===== src/rtl/std_gray_pkg.sv =====
// Shared helpers for the Gray-decode arbiter: round-robin pick and index-width sizing.
package std_gray_pkg;

  // Widest requester vector rr_pick can arbitrate.
  localparam int MAXN = 32;

  function automatic int idw_of(input int n);
    return (n > 1) ? $clog2(n) : 1;
  endfunction

  // One-hot grant of the first set bit at or above ptr, wrapping at n.
  function automatic logic [MAXN-1:0] rr_pick(input logic [MAXN-1:0] valid,
                                              input int ptr, input int n);
    logic [MAXN-1:0] gnt;
    logic            found;
    int              idx;
    gnt   = '0;
    found = 1'b0;
    for (int i = 0; i < MAXN; i++) begin
      if (i < n) begin
        idx = ptr + i;
        if (idx >= n) idx = idx - n;
        if (!found && valid[idx]) begin
          gnt[idx] = 1'b1;
          found    = 1'b1;
        end
      end
    end
    return gnt;
  endfunction

endpackage


===== src/rtl/std_gray_decoder.sv =====
// Combinational Gray-to-binary decoder: o_bin[j] = XOR of i_gray[WIDTH-1:j].
module std_gray_decoder #(
  parameter int WIDTH = 8
) (
  input  logic [WIDTH-1:0] i_gray,
  output logic [WIDTH-1:0] o_bin
);

  logic [WIDTH-1:0] acc;

  // Log-depth suffix XOR: each pass doubles the span folded into every bit.
  always_comb begin
    acc = i_gray;
    for (int s = 1; s < WIDTH; s = s * 2) begin
      acc = acc ^ (acc >> s);
    end
    o_bin = acc;
  end

endmodule


===== src/rtl/std_gray_decode_arbiter.sv =====
// Round-robin arbiter sharing one Gray decoder among N requesters,
// with a single registered valid/ready result stage.
module std_gray_decode_arbiter
  import std_gray_pkg::*;
#(
  parameter  int WIDTH = 8,
  parameter  int N     = 4,
  localparam int IDW   = idw_of(N)
) (
  input  logic             i_clk,
  input  logic             i_rst_n,
  input  logic [N-1:0]     i_valid,
  output logic [N-1:0]     o_ready,
  input  logic [WIDTH-1:0] i_gray [N],
  output logic             o_valid,
  input  logic             i_ready,
  output logic [WIDTH-1:0] o_bin,
  output logic [IDW-1:0]   o_id
);

  logic             valid_q, valid_d;
  logic [WIDTH-1:0] bin_q, bin_d;
  logic [IDW-1:0]   id_q, id_d;
  logic [IDW-1:0]   ptr_q, ptr_d;

  logic             load;
  logic             hs;
  logic [N-1:0]     gnt;
  logic [IDW-1:0]   gnt_id;
  logic [WIDTH-1:0] gray_sel;
  logic [WIDTH-1:0] dec_bin;

  assign load = !valid_q || i_ready;
  assign gnt  = N'(rr_pick(MAXN'(i_valid), int'(ptr_q), N));

  // Reset gating keeps o_ready quiet while the output register is held clear.
  assign o_ready = (load && i_rst_n) ? gnt : '0;
  assign hs      = |(i_valid & o_ready);

  always_comb begin
    gray_sel = '0;
    gnt_id   = '0;
    for (int k = 0; k < N; k++) begin
      gray_sel = gray_sel | (i_gray[k] & {WIDTH{gnt[k]}});
      if (gnt[k]) gnt_id = IDW'(k);
    end
  end

  std_gray_decoder #(.WIDTH(WIDTH)) u_dec (
    .i_gray (gray_sel),
    .o_bin  (dec_bin)
  );

  always_comb begin
    valid_d = valid_q;
    bin_d   = bin_q;
    id_d    = id_q;
    ptr_d   = ptr_q;
    if (hs) begin
      valid_d = 1'b1;
      bin_d   = dec_bin;
      id_d    = gnt_id;
      ptr_d   = (gnt_id == IDW'(N - 1)) ? '0 : gnt_id + 1'b1;
    end else if (load) begin
      valid_d = 1'b0;
    end
  end

  // Output register stage
  always_ff @(posedge i_clk or negedge i_rst_n) begin
    if (!i_rst_n) begin
      valid_q <= 1'b0;
      bin_q   <= '0;
      id_q    <= '0;
      ptr_q   <= '0;
    end else begin
      valid_q <= valid_d;
      bin_q   <= bin_d;
      id_q    <= id_d;
      ptr_q   <= ptr_d;
    end
  end

  assign o_valid = valid_q;
  assign o_bin   = bin_q;
  assign o_id    = id_q;

endmodule


===== config.mk =====
export PLATFORM = sky130hd
export DESIGN_NAME = std_gray_decode_arbiter
export DESIGN_NICKNAME = d
export VERILOG_FILES = /design/src/rtl/std_gray_pkg.sv /design/src/rtl/std_gray_decoder.sv /design/src/rtl/std_gray_decode_arbiter.sv
export SDC_FILE = /design/constraint.sdc
export NUM_CORES = 1
export LEC_CHECK = 0
export CORE_MARGIN = 2
export CORE_UTILIZATION = 43
export DETAILED_ROUTE_END_ITERATION = 8
export PLACE_DENSITY_LB_ADDON = 0.2
export SETUP_SLACK_MARGIN = 0.3
export SYNTH_ARGS = -nofsm -noshare
export SYNTH_HDL_FRONTEND = slang
export SYNTH_SLANG_ARGS = --single-unit

===== constraint.sdc =====
create_clock -name i_clk -period 4.2 [get_ports i_clk]
set_input_delay 1.26 -clock i_clk [delete_from_list [all_inputs] [get_ports i_clk]]
set_output_delay 1.26 -clock i_clk [all_outputs]
set_load 0.1 [all_outputs]

==> impl_metrics.py, run 1 <==
metrics = {
    "clocking": {
        "cts_buffers": 3,
        "hold_buffers": 0,
        "cts.clk_slew.worst_paths_ns": 0.09,
        "cts-root-buf": "clkbuf_4",
        "clock-sinks": 13,
        "cts_buffer_depth": 2,
        "cts-htree-levels": 1,
        "cts_tree": "done",
        "clk-insertion-delay-late_ns": 0.29,
    },
    "timing": {
        "fin_setup_tns_ns": 0,
        "tightest_slew_ns": 1.01,
        "slew_violations": 0,
        "fmax_mhz": 245,
        "holdWs_ns": 0.520,
        "final.min_clock_period_ns": 4.09,
        "setup_viol": 0,
        "max-slew-margin-rel": 0.326,
        "rsz0062_at_grt": "yes",
        "fin_crit_sh": 0.973,
        "finalHoldViolCount": 0,
        "skew_ns": 0.000464,
    },
    "setup_path": {
        "r2r_end": "o_bin[0]",
        "crit_end": "o_ready[2]",
        "r2r_cells": 14,
        "slowest_delay_ns": 0.54,
        "path_max_fanout": 5,
        "worst_ep_required_time_ns": 2.94,
        "end_kind": "primary output",
        "critPathKind": "primary input to primary output",
        "critPathLaunch": "i_valid[3]",
        "start_kind": "primary input",
        "path_cells": "buf_8 -> mux4_2 -> buf_6 -> buf_6 -> a22o_4 -> nor2_4 -> nor2_4 -> buf_12",
        "critical-path-slowest-cell": "mux4_2",
        "reg2reg_slack_ns": 0.43,
        "r2r_start": "ptr_q[1]",
        "crit_arrival_ns": 2.83,
    },
    "layout": {
        "layout-drive-gt1-share": 0.403,
        "syn_to_final_growth_pct": 80.5,
        "num-nets-final": 283,
        "diodes": 0,
    },
    "placement": {
        "hpwl_mm": 3.36,
        "place_congestion": 0.880,
        "port_buffers": 53,
    },
    "drt": {
        "drc_errors": 0,
        "drt_iter0_drc": 43,
        "post_drt_wl_per_cell_microns": 17.8,
        "ant_nets": 0,
        "wl_mm": 4.75,
        "dr.pass1.iters": 4,
        "vias": 1540,
        "via_per_inst": 5.77,
    },
    "synthesis": {
        "syn_avg_cell_area_sq_um": 9.20,
        "synth_cell_types": 48,
        "ys_seq_area_frac": 0.249,
        "ys.flop_type": "dfrtp_1",
        "synth_edf_count": 0,
        "synth_area_sq_um": 1310,
        "synthesis.nets": 188,
        "async_reset_ff_frac": 1.00,
        "ys_ff_latch": 13,
        "syn_inst": 142,
        "yosys_warnings": 0,
    },
    "job": {
        "cap_violations": 0,
    },
    "global_route": {
        "globalRoute.totalOverflow": 0,
        "grt_max_degree": 22,
        "grt_first_pass_wirelength_mm": 7.04,
        "track_usage": 0.262,
        "grt_pass1_vias": 1563,
        "antenna_found_initial": 0,
    },
    "floorplan": {
        "num_rows": 19,
        "start_util": 0.462,
        "fp.dieH_microns": 59.1,
        "core-area_sq_um": 2830,
        "die_w_microns": 59.1,
        "die-area_sq_um": 3490,
        "ioPinCount": 54,
    },
    "run_status": {
        "status": "finished clean",
    },
    "worst_hold_path": {
        "hold_class": "register to register",
        "whs_path_depth": 1,
    },
}
[layer usage]
metal  vias to the layer above  part of all wire  global-route usage
met4                         0             0.012              0.0519
met1                       741              0.43               0.365
met5                         -                 0                   0
li1                        728                 -                   -
met3                         6             0.056              0.0546
met2                        65              0.50               0.421
[synthesized netlist by cell type, types with 3 or more instances]
cell type / count / area, sq um
nor2_1: 14 / 52.6
o21ai_0: 14 / 70.1
dfrtp_1: 13 / 325
nand2_1: 8 / 30.0
ha_1: 7 / 87.6
a21oi_1: 6 / 30.0
inv_1: 6 / 22.5
a22o_1: 5 / 43.8
a22oi_1: 5 / 37.5
mux2_2: 4 / 45.0
nor2b_1: 4 / 25.0
xnor2_1: 4 / 35.0
nand2b_1: 3 / 18.8
nand4_1: 3 / 18.8
[final cells by class]
class	count	area (sq um)
multi-input cells	118	1030
repair buffers	95	906
fillers	164	472
flip-flops and latches	13	328
well taps	31	38.8
clock buffers	3	22.5
inverters	6	22.5
clock inverters	1	5.00
[registers in the layout (all words and copies together), names as in the netlist]
name and cells:
o_valid 1, o_id 2, ptr_q 2, o_bin 8
[worst min-delay path by stage]
stage                     startpoint  endpoint  slack (ns)
after CTS                   o_bin[6]  o_bin[6]        0.52
after detailed placement    o_bin[6]  o_bin[6]        0.50
after global routing        o_bin[5]  o_bin[5]        0.55
final                       o_bin[6]  o_bin[6]        0.52
after floorplan             ptr_q[1]  ptr_q[1]        0.70
after global placement      o_bin[5]  o_bin[5]        0.49
[placed cells by master, fill, tap and decap left out, types with 5 or more instances in the layout]
cell type        synthesis  layout
clkdlybuf4s50_1          0      45
inv_1                    6       6
a22oi_1                  5       5
nor2_1                  14       8
nand2_1                  8       8
ha_1                     7       6
buf_4                    1      40
dfrtp_1                 13      11
o21ai_0                 14      10
nor2_4                   0       5
[cell families after synthesis]
group,count (synthesis),synth area share
AOI/OAI and AO/OA,48,0.281
and+or+nand+nor,48,0.220
DFF,13,0.249
buffers and inverters,11,0.0412
xor gates and xnor gates,9,0.0824
adders and majority gates,7,0.0670
muxes,6,0.0594
[what timing repair did]
action	in CTS	in global routing
setup buffers	8	5
gates cloned	0	0
resized for setup	31	16
pin swaps	9	12
setup endpoints to repair	10	7
[through the flow]
stage	area (sq um)	utilization	setup slack, ns	cells
after floorplan	1350	-	0.118	142
after global placement	2150	0.760	-0.325	250
after detailed placement	2150	0.760	-0.419	250
after CTS	2280	0.805	0.0880	262
after global routing	2360	0.833	0.0825	267
final	2360	0.833	0.115	267
[critical path, delay by kind of cell]
family	cells	cell delay (ns)
buffers and inverters	4	0.55
muxes	1	0.54
AOI/OAI and AO/OA	1	0.26
and+or+nand+nor	2	0.22
Power of run 1 is left out: the tool's default activity adds up to more than one toggle a clock period on the data nets, which glitch-free logic cannot reach.
==> inputs of run 2 (changes only) <==
- CAP_MARGIN: default -> 20
- CORE_ASPECT_RATIO: default -> 0.6
==> impl_metrics.py, run 2 (same netlist as run 1, synthesis figures left out) <==
metrics = {
    "run_status": {
        "status": "finished clean",
    },
    "layout": {
        "fill_cells": 177,
        "final_cell_mix": "clkdlybuf4s50_1 (45), buf_4 (32), dfrtp_1 (13)",
        "num-nets-final": 278,
        "largest_reg_flops": 8,
        "layout-drive-gt1-share": 0.372,
        "fin_cells": 273,
        "final_common_cell": "clkdlybuf4s50_1",
        "syn_to_final_growth_pct": 81.7,
        "fin_area_sq_um": 2370,
        "diodes": 0,
    },
    "setup_path": {
        "worst_ep_required_time_ns": 2.94,
        "reg2reg_slack_ns": 0.27,
        "slowest_delay_ns": 0.54,
        "path_depth": 7,
        "crit_end": "o_ready[0]",
        "path_buf_inv": 3,
        "path_delay_family": "multiplexers",
        "r2r_cells": 15,
        "critPathKind": "primary input to primary output",
        "critical-path-slowest-cell": "mux4_2",
        "r2r_start": "ptr_q[1]",
        "path_max_fanout": 6,
        "critPathLaunch": "i_valid[3]",
        "r2r_end": "o_bin[0]",
        "path_cells": "buf_8 -> mux4_2 -> buf_4 -> o41ai_2 -> a221o_1 -> nor2b_4 -> buf_12",
        "crit_arrival_ns": 2.88,
        "start_kind": "primary input",
        "end_kind": "primary output",
    },
    "clocking": {
        "cts-htree-levels": 1,
        "cts_tree": "done",
        "cts_buffers": 3,
        "cts.clk_slew.worst_paths_ns": 0.06,
        "cts-root-buf": "clkbuf_8",
        "hold_buffers": 0,
        "cts_buffer_depth": 2,
        "clock-sinks": 13,
        "clk-insertion-delay-late_ns": 0.25,
    },
    "drt": {
        "ant_nets": 0,
        "via_per_inst": 5.62,
        "post_drt_wl_per_cell_microns": 16.4,
        "wl_mm": 4.48,
        "drt_iter0_drc": 123,
        "drc_errors": 0,
        "dr.pass1.iters": 4,
        "vias": 1533,
    },
    "global_route": {
        "globalRoute.totalOverflow": 0,
        "grt_max_degree": 14,
        "antenna_found_initial": 0,
        "track_usage": 0.264,
        "grt_first_pass_wirelength_mm": 6.73,
        "grt_pass1_vias": 1392,
    },
    "timing": {
        "setup_viol": 0,
        "finalHoldViolCount": 0,
        "holdWs_ns": 0.512,
        "fin_ws_ns": 0.0601,
        "max-slew-margin-rel": 0.350,
        "rsz0062_at_grt": "yes",
        "fin_crit_sh": 0.986,
        "fmax_mhz": 242,
        "tightest_slew_ns": 0.972,
        "skew_ns": 0.00807,
        "final.min_clock_period_ns": 4.14,
        "slew_violations": 0,
    },
    "placement": {
        "pre_cts_slack_ns": -0.556,
        "place_area_sq_um": 2180,
        "port_buffers": 53,
        "hpwl_mm": 3.53,
        "place_congestion": 0.900,
        "dp.cells": 262,
    },
    "floorplan": {
        "start_util": 0.452,
        "die_w_microns": 75.2,
        "ioPinCount": 54,
        "die-area_sq_um": 3510,
        "fp.dieH_microns": 46.7,
        "core-area_sq_um": 2890,
        "num_rows": 15,
    },
    "job": {
        "cap_violations": 0,
    },
    "worst_hold_path": {
        "hold_class": "register to register",
    },
}
[run 2: cell types whose count changed in the layout (fill, tap and decap cells not counted), moves of 3 or more]
| cell | before | now |
|---|---|---|
| buf_4 | 40 | 32 |
| clkbuf_4 | 3 | 0 |
| o21ai_1 | 4 | 0 |
| clkbuf_8 | 0 | 3 |
[run 2: how the worst min path moves through the flow]
stage,from,endpoint,cells after the start
2_1_floorplan,ptr_q[1],ptr_q[1],2
3_3_place_gp,o_id[0],o_id[0],1
3_5_place_dp,o_valid,o_valid,2
4_1_cts,o_bin[6],o_bin[6],1
5_1_grt,o_bin[5],o_bin[5],1
6_report,o_valid,o_valid,2
[run 2: stage by stage]
step | utilization | TNS (ns)
finish | 0.821 | 0
global route | 0.821 | -0.0107
CTS | 0.811 | 0
detailed placement | 0.755 | -4.48
global placement | 0.755 | -2.52
floorplan | - | 0
[run 2: worst register-to-register path: cells and delay by family (launching register included)]
family	cells	cell delay [ns]
flip-flops	1	0.47
AO/OA/AOI/OAI	3	0.50
adder cells (fa/ha/maj)	1	0.41
XOR/XNOR	4	1.11
buffers and inverters	4	0.53
AND/OR/NAND/NOR	3	0.79
[run 2: repair_timing]
item	in CTS	in global routing
resized for setup	38	5
pin swaps	13	14
setup endpoints to repair	17	9
setup buffers	5	2
cloned	0	0
[run 2: layer usage]
metal,global-route usage,routed length [microns],vias to the layer above
li1,-,-,719
met5,0,0,-
met3,0.0503,479,9
met2,0.421,2000,97
met4,0.0596,69,0
met1,0.375,1930,708
[run 2: cell type report]
class,count,area [sq um],area share
sequential,13,325,0.137
inverter,6,22.5,0.00949
timing repair buffer,90,893,0.376
multi-input combinational,118,1030,0.436
clock buffer,4,45.0,0.0190
tap,42,52.6,0.0221
Power of run 2 is left out for the same reason.
